===== config.mk =====
export PLATFORM = sky130hd
export DESIGN_NAME = apb_uart_fifo_regs
export DESIGN_NICKNAME = d
export VERILOG_FILES = /design/src/rtl/uart_apb_pkg.sv /design/src/rtl/uart_sync_fifo.sv /design/src/rtl/apb_uart_fifo_regs.sv
export SDC_FILE = /design/constraint.sdc
export NUM_CORES = 1
export LEC_CHECK = 0
export BUFFER_PORTS_ARGS = -buffer_cell sky130_fd_sc_hd__buf_4
export CORE_ASPECT_RATIO = 0.5
export CORE_MARGIN = 2
export CORE_UTILIZATION = 45
export CTS_CLUSTER_DIAMETER = 50
export DETAILED_ROUTE_END_ITERATION = 7
export PLACE_DENSITY = 0.73
export RECOVER_POWER = 100
export SLEW_MARGIN = 20
export SYNTH_ARGS = -nofsm -noshare
export SYNTH_HDL_FRONTEND = slang
export SYNTH_SLANG_ARGS = --single-unit

===== constraint.sdc =====
create_clock -name PCLK -period 3.5 [get_ports PCLK]
set_input_delay 0.7 -clock PCLK [delete_from_list [all_inputs] [get_ports PCLK]]
set_output_delay 0.7 -clock PCLK [all_outputs]
set_load 0.01 [all_outputs]

===== src/rtl/uart_apb_pkg.sv =====
// +----------------------------------------------------------------------------+
// | Module      : uart_apb_pkg                                                 |
// | Description : Register offsets, STATUS bit indices and parity encodings    |
// |               shared by the UART APB register front-end.                   |
// | Revision    : 1.0 - initial release                                        |
// +----------------------------------------------------------------------------+
`default_nettype none

package uart_apb_pkg;

  // Word indices, i.e. PADDR[5:2]
  localparam logic [3:0] c_REG_TXDATA  = 4'h0;
  localparam logic [3:0] c_REG_RXDATA  = 4'h1;
  localparam logic [3:0] c_REG_CTRL1   = 4'h2;
  localparam logic [3:0] c_REG_CTRL2   = 4'h3;
  localparam logic [3:0] c_REG_STATUS  = 4'h4;
  localparam logic [3:0] c_REG_CTRL3   = 4'h5;
  localparam logic [3:0] c_REG_IEN     = 4'h6;
  localparam logic [3:0] c_REG_TXLVL   = 4'h7;
  localparam logic [3:0] c_REG_RXLVL   = 4'h8;
  localparam logic [3:0] c_REG_WMARK   = 4'h9;
  localparam logic [3:0] c_REG_TIMEOUT = 4'hA;

  localparam int c_ST_TXNF  = 0;
  localparam int c_ST_RXNE  = 1;
  localparam int c_ST_PERR  = 2;
  localparam int c_ST_OVF   = 3;
  localparam int c_ST_FERR  = 4;
  localparam int c_ST_TXE   = 5;
  localparam int c_ST_RXTO  = 6;
  localparam int c_ST_WMARK = 7;

  localparam int c_PAR_NONE = 0;
  localparam int c_PAR_ODD  = 1;
  localparam int c_PAR_EVEN = 2;

endpackage

`default_nettype wire


===== src/rtl/uart_sync_fifo.sv =====
// +----------------------------------------------------------------------------+
// | Module      : uart_sync_fifo                                               |
// | Description : Single-clock FIFO, power-of-two depth, no fall-through.      |
// | Revision    : 1.0 - initial release                                        |
// +----------------------------------------------------------------------------+
`default_nettype none

module uart_sync_fifo #(
  parameter int WIDTH      = 8,
  parameter int DEPTH_LOG2 = 4
) (
  input  logic                  clk,
  input  logic                  rst_n,
  input  logic                  push,
  input  logic                  pop,
  input  logic [WIDTH-1:0]      din,
  output logic [WIDTH-1:0]      dout,
  output logic                  full,
  output logic                  empty,
  output logic [DEPTH_LOG2:0]   level
);

  localparam int                  c_DEPTH    = 1 << DEPTH_LOG2;
  localparam logic [DEPTH_LOG2:0] c_FULL_LVL = {1'b1, {DEPTH_LOG2{1'b0}}};

  logic [WIDTH-1:0]      r_mem [c_DEPTH];
  logic [DEPTH_LOG2-1:0] r_wr_ptr;
  logic [DEPTH_LOG2-1:0] r_rd_ptr;
  logic [DEPTH_LOG2:0]   r_level;
  logic                  w_pop_ok;
  logic                  w_push_ok;

  assign full      = (r_level == c_FULL_LVL);
  assign empty     = (r_level == '0);
  assign level     = r_level;
  assign dout      = r_mem[r_rd_ptr];
  // A pop frees a slot this cycle, so a push into a full FIFO is still accepted
  assign w_pop_ok  = pop & ~empty;
  assign w_push_ok = push & (~full | w_pop_ok);

  always_ff @(posedge clk) begin
    if (w_push_ok) begin
      r_mem[r_wr_ptr] <= din;
    end
  end

  always_ff @(posedge clk or negedge rst_n) begin
    if (!rst_n) begin
      r_wr_ptr <= '0;
      r_rd_ptr <= '0;
      r_level  <= '0;
    end else begin
      if (w_push_ok) r_wr_ptr <= r_wr_ptr + 1'b1;
      if (w_pop_ok)  r_rd_ptr <= r_rd_ptr + 1'b1;
      case ({w_push_ok, w_pop_ok})
        2'b10:   r_level <= r_level + 1'b1;
        2'b01:   r_level <= r_level - 1'b1;
        default: r_level <= r_level;
      endcase
    end
  end

endmodule

`default_nettype wire


===== src/rtl/apb_uart_fifo_regs.sv =====
// +----------------------------------------------------------------------------+
// | Module      : apb_uart_fifo_regs                                           |
// | Description : APB3 register front-end for the UART core: TX/RX FIFOs,      |
// |               sticky error flags, RX idle timeout and maskable irq.        |
// | Revision    : 1.0 - initial release                                        |
// +----------------------------------------------------------------------------+
`default_nettype none

module apb_uart_fifo_regs
  import uart_apb_pkg::*;
#(
  parameter int TX_DEPTH_LOG2  = 4,
  parameter int RX_DEPTH_LOG2  = 4,
  parameter int TO_SHIFT       = 4,
  parameter int FIXEDMODE      = 0,
  parameter int BAUD_VALUE     = 0,
  parameter int BAUD_VAL_FRCTN = 0,
  parameter int PRG_BIT8       = 0,
  parameter int PRG_PARITY     = 0
) (
  input  logic        PCLK,
  input  logic        PRESETN,
  input  logic [5:0]  PADDR,
  input  logic        PSEL,
  input  logic        PENABLE,
  input  logic        PWRITE,
  input  logic [7:0]  PWDATA,
  output logic [7:0]  PRDATA,
  output logic        PREADY,
  output logic        PSLVERR,
  output logic [7:0]  tx_data,
  output logic        tx_valid,
  input  logic        tx_ready,
  input  logic [7:0]  rx_data,
  input  logic        rx_valid,
  input  logic        rx_parity_err,
  input  logic        rx_framing_err,
  output logic [12:0] baud_val,
  output logic [2:0]  baudval_fraction,
  output logic        bit8,
  output logic        parity_en,
  output logic        odd_n_even,
  output logic        irq
);

  localparam int c_TO_W = 8 + TO_SHIFT;

  // In fixed mode the config registers reset to the parameters and never change
  localparam logic [12:0] c_BAUD_RST = (FIXEDMODE != 0) ? 13'(BAUD_VALUE) : 13'd0;
  localparam logic [2:0]  c_FRAC_RST = (FIXEDMODE != 0) ? 3'(BAUD_VAL_FRCTN) : 3'd0;
  localparam logic        c_BIT8_RST = (FIXEDMODE != 0) && (PRG_BIT8 != 0);
  localparam logic        c_PEN_RST  = (FIXEDMODE != 0) &&
                                       (PRG_PARITY == c_PAR_ODD || PRG_PARITY == c_PAR_EVEN);
  localparam logic        c_ODD_RST  = (FIXEDMODE != 0) && (PRG_PARITY == c_PAR_ODD);

  logic                   w_wr;
  logic                   w_rd;
  logic                   w_cfg_we;
  logic [3:0]             w_addr;
  logic                   w_unused;

  logic                   w_tx_push;
  logic                   w_tx_pop;
  logic                   w_tx_full;
  logic                   w_tx_empty;
  logic [TX_DEPTH_LOG2:0] w_tx_level;

  logic                   w_rx_pop;
  logic                   w_rx_full;
  logic                   w_rx_empty;
  logic [7:0]             w_rx_dout;
  logic [RX_DEPTH_LOG2:0] w_rx_level;

  logic                   w_ovf_set;
  logic                   w_rx_push_ok;
  logic [7:0]             w_clr;
  logic [7:0]             w_status;
  logic [7:0]             w_rdata;

  logic [c_TO_W-1:0]      w_to_target;
  logic [c_TO_W-1:0]      w_to_inc;
  logic                   w_to_clr;
  logic                   w_to_en;
  logic                   w_to_hold;
  logic                   w_rxto_set;

  logic [12:0]            r_baud;
  logic [2:0]             r_frac;
  logic                   r_bit8;
  logic                   r_par_en;
  logic                   r_odd;
  logic [7:0]             r_ien;
  logic [7:0]             r_wmark;
  logic [7:0]             r_timeout;
  logic                   r_perr;
  logic                   r_ovf;
  logic                   r_ferr;
  logic                   r_rxto;
  logic [c_TO_W-1:0]      r_to_cnt;
  logic                   r_irq;

  assign w_wr     = PSEL & PENABLE & PWRITE;
  assign w_rd     = PSEL & PENABLE & ~PWRITE;
  assign w_addr   = PADDR[5:2];
  assign w_cfg_we = w_wr & (FIXEDMODE == 0);
  assign w_unused = &{1'b0, PADDR[1:0]};

  assign w_tx_push = w_wr & (w_addr == c_REG_TXDATA);
  assign w_tx_pop  = tx_valid & tx_ready;
  assign w_rx_pop  = w_rd & (w_addr == c_REG_RXDATA);

  uart_sync_fifo #(
    .WIDTH      (8),
    .DEPTH_LOG2 (TX_DEPTH_LOG2)
  ) u_tx_fifo (
    .clk   (PCLK),
    .rst_n (PRESETN),
    .push  (w_tx_push),
    .pop   (w_tx_pop),
    .din   (PWDATA),
    .dout  (tx_data),
    .full  (w_tx_full),
    .empty (w_tx_empty),
    .level (w_tx_level)
  );

  uart_sync_fifo #(
    .WIDTH      (8),
    .DEPTH_LOG2 (RX_DEPTH_LOG2)
  ) u_rx_fifo (
    .clk   (PCLK),
    .rst_n (PRESETN),
    .push  (rx_valid),
    .pop   (w_rx_pop),
    .din   (rx_data),
    .dout  (w_rx_dout),
    .full  (w_rx_full),
    .empty (w_rx_empty),
    .level (w_rx_level)
  );

  assign tx_valid     = ~w_tx_empty;
  assign w_ovf_set    = rx_valid & w_rx_full & ~w_rx_pop;
  assign w_rx_push_ok = rx_valid & ~w_ovf_set;
  assign w_clr        = (w_wr && w_addr == c_REG_STATUS) ? PWDATA : 8'h00;

  assign w_to_target = c_TO_W'(r_timeout) << TO_SHIFT;
  assign w_to_inc    = r_to_cnt + 1'b1;
  assign w_to_clr    = w_rx_push_ok | w_rx_pop | w_rx_empty;
  assign w_to_en     = (r_timeout != 8'h00);
  assign w_to_hold   = w_to_en & (r_to_cnt == w_to_target);
  // Fire on the edge where the count reaches the target, then hold there
  assign w_rxto_set  = ~w_to_clr & w_to_en & ~w_to_hold & (w_to_inc == w_to_target);

  always_comb begin
    w_status              = 8'h00;
    w_status[c_ST_TXNF]   = ~w_tx_full;
    w_status[c_ST_RXNE]   = ~w_rx_empty;
    w_status[c_ST_PERR]   = r_perr;
    w_status[c_ST_OVF]    = r_ovf;
    w_status[c_ST_FERR]   = r_ferr;
    w_status[c_ST_TXE]    = w_tx_empty;
    w_status[c_ST_RXTO]   = r_rxto;
    w_status[c_ST_WMARK]  = (8'(w_rx_level) >= r_wmark);
  end

  always_comb begin
    w_rdata = 8'h00;
    if (w_rd) begin
      case (w_addr)
        c_REG_RXDATA:  w_rdata = w_rx_empty ? 8'h00 : w_rx_dout;
        c_REG_CTRL1:   w_rdata = r_baud[7:0];
        c_REG_CTRL2:   w_rdata = {r_baud[12:8], r_odd, r_par_en, r_bit8};
        c_REG_STATUS:  w_rdata = w_status;
        c_REG_CTRL3:   w_rdata = {5'b00000, r_frac};
        c_REG_IEN:     w_rdata = r_ien;
        c_REG_TXLVL:   w_rdata = 8'(w_tx_level);
        c_REG_RXLVL:   w_rdata = 8'(w_rx_level);
        c_REG_WMARK:   w_rdata = r_wmark;
        c_REG_TIMEOUT: w_rdata = r_timeout;
        default:       w_rdata = 8'h00;
      endcase
    end
  end

  assign PRDATA  = w_rdata;
  assign PREADY  = 1'b1;
  assign PSLVERR = (w_tx_push & w_tx_full & ~w_tx_pop) | (w_rx_pop & w_rx_empty);

  always_ff @(posedge PCLK or negedge PRESETN) begin
    if (!PRESETN) begin
      r_baud    <= c_BAUD_RST;
      r_frac    <= c_FRAC_RST;
      r_bit8    <= c_BIT8_RST;
      r_par_en  <= c_PEN_RST;
      r_odd     <= c_ODD_RST;
      r_ien     <= 8'h00;
      r_wmark   <= 8'h01;
      r_timeout <= 8'h00;
      r_perr    <= 1'b0;
      r_ovf     <= 1'b0;
      r_ferr    <= 1'b0;
      r_rxto    <= 1'b0;
      r_to_cnt  <= '0;
      r_irq     <= 1'b0;
    end else begin
      if (w_cfg_we && w_addr == c_REG_CTRL1) r_baud[7:0] <= PWDATA;
      if (w_cfg_we && w_addr == c_REG_CTRL2) begin
        r_baud[12:8] <= PWDATA[7:3];
        r_odd        <= PWDATA[2];
        r_par_en     <= PWDATA[1];
        r_bit8       <= PWDATA[0];
      end
      if (w_cfg_we && w_addr == c_REG_CTRL3)   r_frac    <= PWDATA[2:0];
      if (w_wr && w_addr == c_REG_IEN)         r_ien     <= PWDATA;
      if (w_wr && w_addr == c_REG_WMARK)       r_wmark   <= PWDATA;
      if (w_wr && w_addr == c_REG_TIMEOUT)     r_timeout <= PWDATA;

      // Set has priority over write-1-to-clear
      r_perr <= (rx_valid & rx_parity_err)  | (r_perr & ~w_clr[c_ST_PERR]);
      r_ferr <= (rx_valid & rx_framing_err) | (r_ferr & ~w_clr[c_ST_FERR]);
      r_ovf  <= w_ovf_set                   | (r_ovf  & ~w_clr[c_ST_OVF]);
      r_rxto <= w_rxto_set                  | (r_rxto & ~w_clr[c_ST_RXTO]);

      if (w_to_clr)        r_to_cnt <= '0;
      else if (!w_to_hold) r_to_cnt <= w_to_inc;

      r_irq <= |(w_status & r_ien);
    end
  end

  assign baud_val         = r_baud;
  assign baudval_fraction = r_frac;
  assign bit8             = r_bit8;
  assign parity_en        = r_par_en;
  assign odd_n_even       = r_odd;
  assign irq              = r_irq;

endmodule

`default_nettype wire


# Yosys cells after proc, flatten, opt, wreduce, memory -nomap -nowiden
# Memory sizes are Yosys's and may differ from the RTL's.
# Cells that the tools add are included.
# word_totals
ramBits	256
word_cells	128
output_inout_bits	39
inputBits	31
regBits	86
mem_count	2
# classes
n_addsub	9
bitwise_logic	50
n_eq_ne	19
n_reduce_logical	14
n_lt_le_gt_ge	1
mux	12
# memory_table
memory	words	width	read_ports	rd_ports_with_merged_regs	wr	line_no	source
u_rx_fifo.r_mem	16	8	1	0	1	uart_sync_fifo.sv:26	logic [WIDTH-1:0] r_mem [c_DEPTH];
u_tx_fifo.r_mem	16	8	1	0	1	uart_sync_fifo.sv:26	
# op_table
cell	count
8-bit case mux with 10 select lines	1
1-bit AND	26
12-bit == test	2
12-bit two-way mux	2
5-bit case mux with 2 select lines	2
4-bit by 1-bit adder with 4-bit output, second input constant	4
4-bit by 3-bit == test with 1-bit output, second input constant	4
8-bit two-way mux	2
1-bit NOT	14
12-bit by 1-bit adder with 12-bit output, second input constant	1
4-bit == test, second input constant	3
5-bit by 1-bit adder with 5-bit output, second input constant	2
5-bit == test, second input constant	2
5-bit logical NOT	2
5-bit by 1-bit subtractor with 5-bit output, second input constant	2
1-bit bitwise OR	9
8-bit AND	1
4-bit by 2-bit == test with 1-bit output, second input constant	2
5-bit by 8-bit greater-or-equal comparator with 1-bit output	1
8-bit nonzero test	1
8-bit OR reduction	1
1-bit logical AND	7
7-bit two-way mux	1
2-bit by 1-bit == test with 1-bit output, second input constant	2
other kinds (6)	11

# Longest topological paths before layout
# logic_depth
ltp_word	14
depth_mapped	16
mapped_depth_nobuf	14

# Modules after synthesis
# Synthesis repeated with hierarchy kept, for this count alone.
# hier_totals
hier_cells	976
hier_area_um2	15282.2
# modules_own_cells
mod	cells_per_inst	seq_area_each_um2	area_per_inst_um2	instances
uart_sync_fifo (u_rx_fifo)	306	4169.0	5835.6	1
uart_sync_fifo (u_tx_fifo)	313	4169.0	5779.3	1
apb_uart_fifo_regs	357	1502.7	3667.3	1

# Worst setup path after synthesis
# Ideal clock, no wire load.
# synth_timing
path_type	input -> register
start	input port PADDR[2]
end	register u_rx_fifo.r_level[4] (netlist: u_rx_fifo.level[4])
arrival_time_ps	2938
path_stages	14
path_buffers	2
setup_slack_ps	437
t_required_ps	3375
setup_time_ps	125
path_cell_list	buf_2 a21o_1 a211o_1 buf_2 nor3_2 ha_1 inv_1 fa_1 inv_1 a21o_1 a21oi_1 xnor2_1 nor2_1 xor2_1
# synth_via
elab_chain_cells	7
word_cells_on_any_way	9
cone_classes	3 x eq/ne; 1 x mux; 4 x bitwise; 1 x reduce/logical
# synth_lines
element	line_no	source
from (decl)	apb_uart_fifo_regs.sv:23	input logic [5:0] PADDR,
4-bit by 1-bit == test with 1-bit output *	apb_uart_fifo_regs.sv:110	assign w_rx_pop = w_rd & (w_addr == c_REG_RXDATA);
1-bit AND *	apb_uart_fifo_regs.sv:110	
1-bit AND *	uart_sync_fifo.sv:38	assign w_pop_ok = pop & ~empty;
1-bit bitwise OR	uart_sync_fifo.sv:39	assign w_push_ok = push & (~full | w_pop_ok);
1-bit AND	uart_sync_fifo.sv:39	
2-bit by 1-bit == test with 1-bit output / 2-bit == test (equally long branches)	uart_sync_fifo.sv:55	case ({w_push_ok, w_pop_ok})
5-bit case mux with 2 select lines / 2-bit nonzero test (equally long branches)	-	
to (signal assigned)	uart_sync_fifo.sv:56	2'b10: r_level <= r_level + 1'b1;
to (signal assigned)	uart_sync_fifo.sv:57	2'b01: r_level <= r_level - 1'b1;
to (signal assigned)	uart_sync_fifo.sv:58	default: r_level <= r_level;
to (decl)	uart_sync_fifo.sv:29	logic [DEPTH_LOG2:0] r_level;
# Every way passes the cells marked *; elsewhere a longest branch is shown, timed or not.
# A chain may end at the register's enable or synchronous reset.

# Final worst setup path
# layout_timing
start	register u_rx_fifo.r_rd_ptr[0]
end	output port PRDATA[4]
# layout_via
elab_chain_cells	4
# layout_lines
element	line_no	source
from (decl)	uart_sync_fifo.sv:28	logic [DEPTH_LOG2-1:0] r_rd_ptr;
from (signal assigned)	uart_sync_fifo.sv:54	if (w_pop_ok) r_rd_ptr <= r_rd_ptr + 1'b1;
memory 16 x 8 bit	-	
8-bit two-way mux	apb_uart_fifo_regs.sv:171	c_REG_RXDATA: w_rdata = w_rx_empty ? 8'h00 : w_rx_dout;
8-bit case mux with 10 select lines	apb_uart_fifo_regs.sv:170	case (w_addr)
8-bit two-way mux	apb_uart_fifo_regs.sv:169	if (w_rd) begin
to (decl)	apb_uart_fifo_regs.sv:28	output logic [7:0] PRDATA,
# No other way between the ends.

==> results by group <==
Outcome
  – Outcome: finished with violations
  – Failing checks: capacitance limit, slew limit

Floorplan
  – Die width: 261 um
  – Std cell rows: 46
  – Total core area: 32100 um^2
  – I/O pin count: 70
  – Initial Util: 0.462
  – Die area: 34500 um^2
  – Die Y: 132 um

Critical path
  – Worst-path maximum fanout: 15
  – Largest stage delay, worst path: 540 ps
  – CP Launch Type: register
  – Cell Chain, Critical Path: buf_12 > buf_12 > mux4_1 > mux4_2 > nand2_2 > a31oi_1 > buf_4
  – Req. time, crit path: 2800 ps
  – WP buf/inv: 3
  – R2R Setup Slk: 490 ps
  – CP delay by family, top: multiplexers
  – WS Path Type: register to output pin
  – Crit-path most repeated cell: buf_12
  – CP arrival: 2700 ps
  – Crit. path cell count: 7
  – CP Capture Type: output pin
  – R2R cell count: 13
  – CP max stage cell: mux4_2

Power and ir drop
  – Pint: 7780 uW
  – Overall Power: 10900 uW
  – Sw Share: 0.285
  – Clock power share: 0.293
  – PwrDens: 648 nW/um^2
  – Seq pwr share: 0.471
  – VDD IR max: 0.000344 V
  – Logic pwr share: 0.236
  – Switching power: 3100 uW
  – Leak pwr: 0.00591 uW

Final layout
  – # diodes: 0
  – Final nets: 1063
  – Share of cells above drive strength 1: 0.210
  – Area Growth Syn to Fin: 13.3%
  – Storage cell area: 9850 um^2
  – Multi-input gate area in the final layout: 4690 um^2
  – Post-route design area: 16800 um^2
  – Final core occ: 0.523
  – Filler cells: 2584

Clocking
  – Root buffer cell: clkbuf_16
  – Clk_lat worst skew: 570 ps
  – Clock buffer depth: 3
  – CTS buffer count: 28
  – CTS HTree Levels: 1
  – CTS clk-pin slew, worst paths: 80 ps
  – Hold Buf Count CTS: 0
  – # clock sinks: 342
  – CTS tree: yes

Global route
  – Initial antenna violation count: 0
  – Total track usage: 0.195
  – Vias in the first global route: 8491
  – Largest net degree at the start of global routing: 48
  – First-pass GRT wire length: 50700 um
  – Overflow after GRT: 0

Flow run
  – Max Cap Violations: 1

STA
  – RSZ-0062 raised after global routing: yes
  – Fin crit share: 0.973
  – Fin. Hold Viols: 0
  – Rel. slew slack: -0.767
  – Final Slew Violations: 47
  – Worst-Margin Slew: 2650 ps
  – F_max: 294 MHz
  – Clock Skew: 14.9 ps
  – Final Critical Period: 3400 ps
  – Setup violations, final: 0
  – Worst hold margin: 362 ps

Logic synthesis
  – Xor/xnor share of the synthesized area: 0.0260
  – Syn Area/Cell: 16.6 um^2
  – Synth cell types: 63
  – Mapped Nets: 948
  – Complex-gate fraction of the synthesized area: 0.0410
  – FFs w/ async S/R, synth: 0.251
  – Main combinational cell family by area after synthesis: multiplexers
  – Main synth FF type: edfxtp_1
  – Share of the yosys chip area belonging to registers: 0.665
  – Post-synthesis mux area share: 0.162
  – Syn Std Cell Area: 14800 um^2
  – Adder-Cell Fraction of Synth Area: 0.0238
  – Synthesized instance count: 890
  – Seq cells post-synth: 342
  – Synth warn: 0
  – Number of synthesized flops with an enable pin: 256
  – Simple-Gate Fraction of Synth Area: 0.0626

Routing
  – Drt total wl: 32900 um
  – Routed len/inst: 22.5 um
  – Initial DRC Count: 765
  – DR vias: 8289
  – Via-to-Cell Ratio: 5.69
  – DRC errors left: 0
  – Pre-antenna DRT Iters: 6
  – DRT antenna net count: 0

Place
  – Placed Area: 16100 um^2
  – GPL Wtd Cong: 0.911
  – I/O Buffers: 66
  – Post-DP HPWL: 21600 um

Min path
  – Worst Hold Path Cells: 2
  – Hold WC Path Type: input port to register
==> sequential cells by signal, summed over array words and instances (netlist names), 3 cells and up <==
signal / flops
u_rx_fifo.level: 5
baudval_fraction: 3
r_timeout: 8
u_tx_fifo.r_mem: 128
u_tx_fifo.r_rd_ptr: 4
r_to_cnt: 12
u_rx_fifo.r_rd_ptr: 4
baud_val: 13
u_rx_fifo.r_wr_ptr: 4
u_rx_fifo.r_mem: 128
u_tx_fifo.r_wr_ptr: 4
u_tx_fifo.level: 5
r_wmark: 8
r_ien: 8
==> per-layer routing <==
layer / vias up / track usage / routed length (um)
met1: 4258 / 0.267 / 14000
met4: 0 / 0.0476 / 789
met2: 274 / 0.325 / 16300
met5: - / 0 / 0
li1: 3693 / - / -
met3: 64 / 0.0342 / 1750
==> synth_stat cells, drive strengths merged (13+ instances only) <==
| master | n | share of area |
|---|---|---|
| edfxtp | 256 | 0.52 |
| dfrtp | 85 | 0.14 |
| mux4 | 81 | 0.13 |
| nand2 | 62 | 0.016 |
| nor2 | 60 | 0.015 |
| mux2 | 44 | 0.033 |
| xnor2 | 26 | 0.015 |
| ha | 25 | 0.021 |
| inv | 22 | 0.0056 |
| clkbuf | 21 | 0.0056 |
| buf | 20 | 0.0085 |
| xor2 | 18 | 0.011 |
| o21ai | 17 | 0.0057 |
| a21oi | 16 | 0.0054 |
| nor3 | 14 | 0.0051 |
| nand2b | 13 | 0.0055 |
==> kinds of logic after synthesis <==
| logic type | after synthesis |
|---|---|
| compound gates | 86 |
| other cells | 1 |
| fa+ha+maj | 27 |
| mux | 130 |
| buf+inv | 63 |
| simple gates | 197 |
| flops | 342 |
| xor+xnor | 44 |
==> stage by stage <==
stage	setup TNS, ps	instances	worst slack [ps]
6_report	0	1458	95.3
4_1_cts	0	1455	4.01
2_1_floorplan	0	890	437
5_1_grt	-4.96	1458	-4.96
3_5_place_dp	0	1400	244
3_3_place_gp	0	1400	276
==> final timing paths <==
check,start,endpoint
max,u_rx_fifo.r_rd_ptr[0],PRDATA[4]
min,rx_framing_err,r_ferr
max reg2reg,u_rx_fifo.level[1],u_rx_fifo.level[4]
min reg2reg,baudval_fraction[0],baudval_fraction[0]
max in group asynchronous,PRESETN,u_rx_fifo.r_rd_ptr[1]
min in group asynchronous,PRESETN,u_rx_fifo.r_wr_ptr[1]
==> final cells by class <==
class,count,area share
Clock buffer,37,0.0475
Clock inverter,14,0.00723
Inverter,22,0.00492
Multi-Input combinational cell,485,0.280
Sequential cell,342,0.587
Tap cell,432,0.0322
Timing Repair Buffer,126,0.0418
==> cell usage in the layout (no fill, tap or decap), types with 3 or more instances in the layout <==
master | synthesis | routed
a211o_1 | 3 | 3
a21o_1 | 8 | 8
a21oi_1 | 16 | 16
a222oi_1 | 3 | 3
a22o_1 | 7 | 7
a22oi_1 | 8 | 8
a32oi_1 | 3 | 3
and3_1 | 3 | 3
buf_12 | 1 | 4
buf_4 | 2 | 36
clkbuf_1 | 18 | 88
clkbuf_16 | 0 | 30
clkinv_1 | 0 | 4
clkinv_2 | 0 | 6
dfrtp_1 | 85 | 82
edfxtp_1 | 256 | 256
ha_1 | 25 | 25
inv_1 | 22 | 22
mux2_2 | 44 | 44
mux2i_1 | 5 | 5
mux4_1 | 8 | 8
mux4_2 | 73 | 73
nand2_1 | 61 | 61
nand2b_1 | 13 | 13
nand3_1 | 6 | 6
nand4_1 | 8 | 8
nor2_1 | 60 | 60
nor2b_1 | 8 | 8
nor3_1 | 13 | 13
nor3b_1 | 3 | 3
nor4_1 | 6 | 6
o2111ai_1 | 3 | 3
o21ai_0 | 17 | 17
o221ai_1 | 3 | 3
or2_2 | 3 | 3
xnor2_1 | 26 | 26
xor2_1 | 18 | 18
==> worst register-to-register path: stages (launching register included) <==
cell and delay [ps]:
dfrtp_1 470, or4_4 600, nor3b_1 280, nor2b_1 120
inv_1 70, ha_1 230, inv_1 110, fa_1 420
inv_1 70, a21o_1 100, a21oi_1 70, xnor2_1 150
nor2_1 70, xor2_1 140
==> timing repair <==
item                                    4_1_cts  5_1_grt
setup buffers                                 3        3
gates resized for setup                       5        2
gates cloned                                  1        0
endpoints found under the setup margin        8        5
==> power groups by stage <==
stage / combinational, uW / sequential [uW] / clock [uW]
6_report: 2560 / 5130 / 3190
5_1_grt: 2790 / 5180 / 3420
4_1_cts: 2700 / 5120 / 3260
3_5_place_dp: 2630 / 5200 / 0
3_3_place_gp: 2560 / 5180 / 0
2_1_floorplan: 1850 / 5000 / 0
No activity file was read; power rests on OpenSTA's default activity.
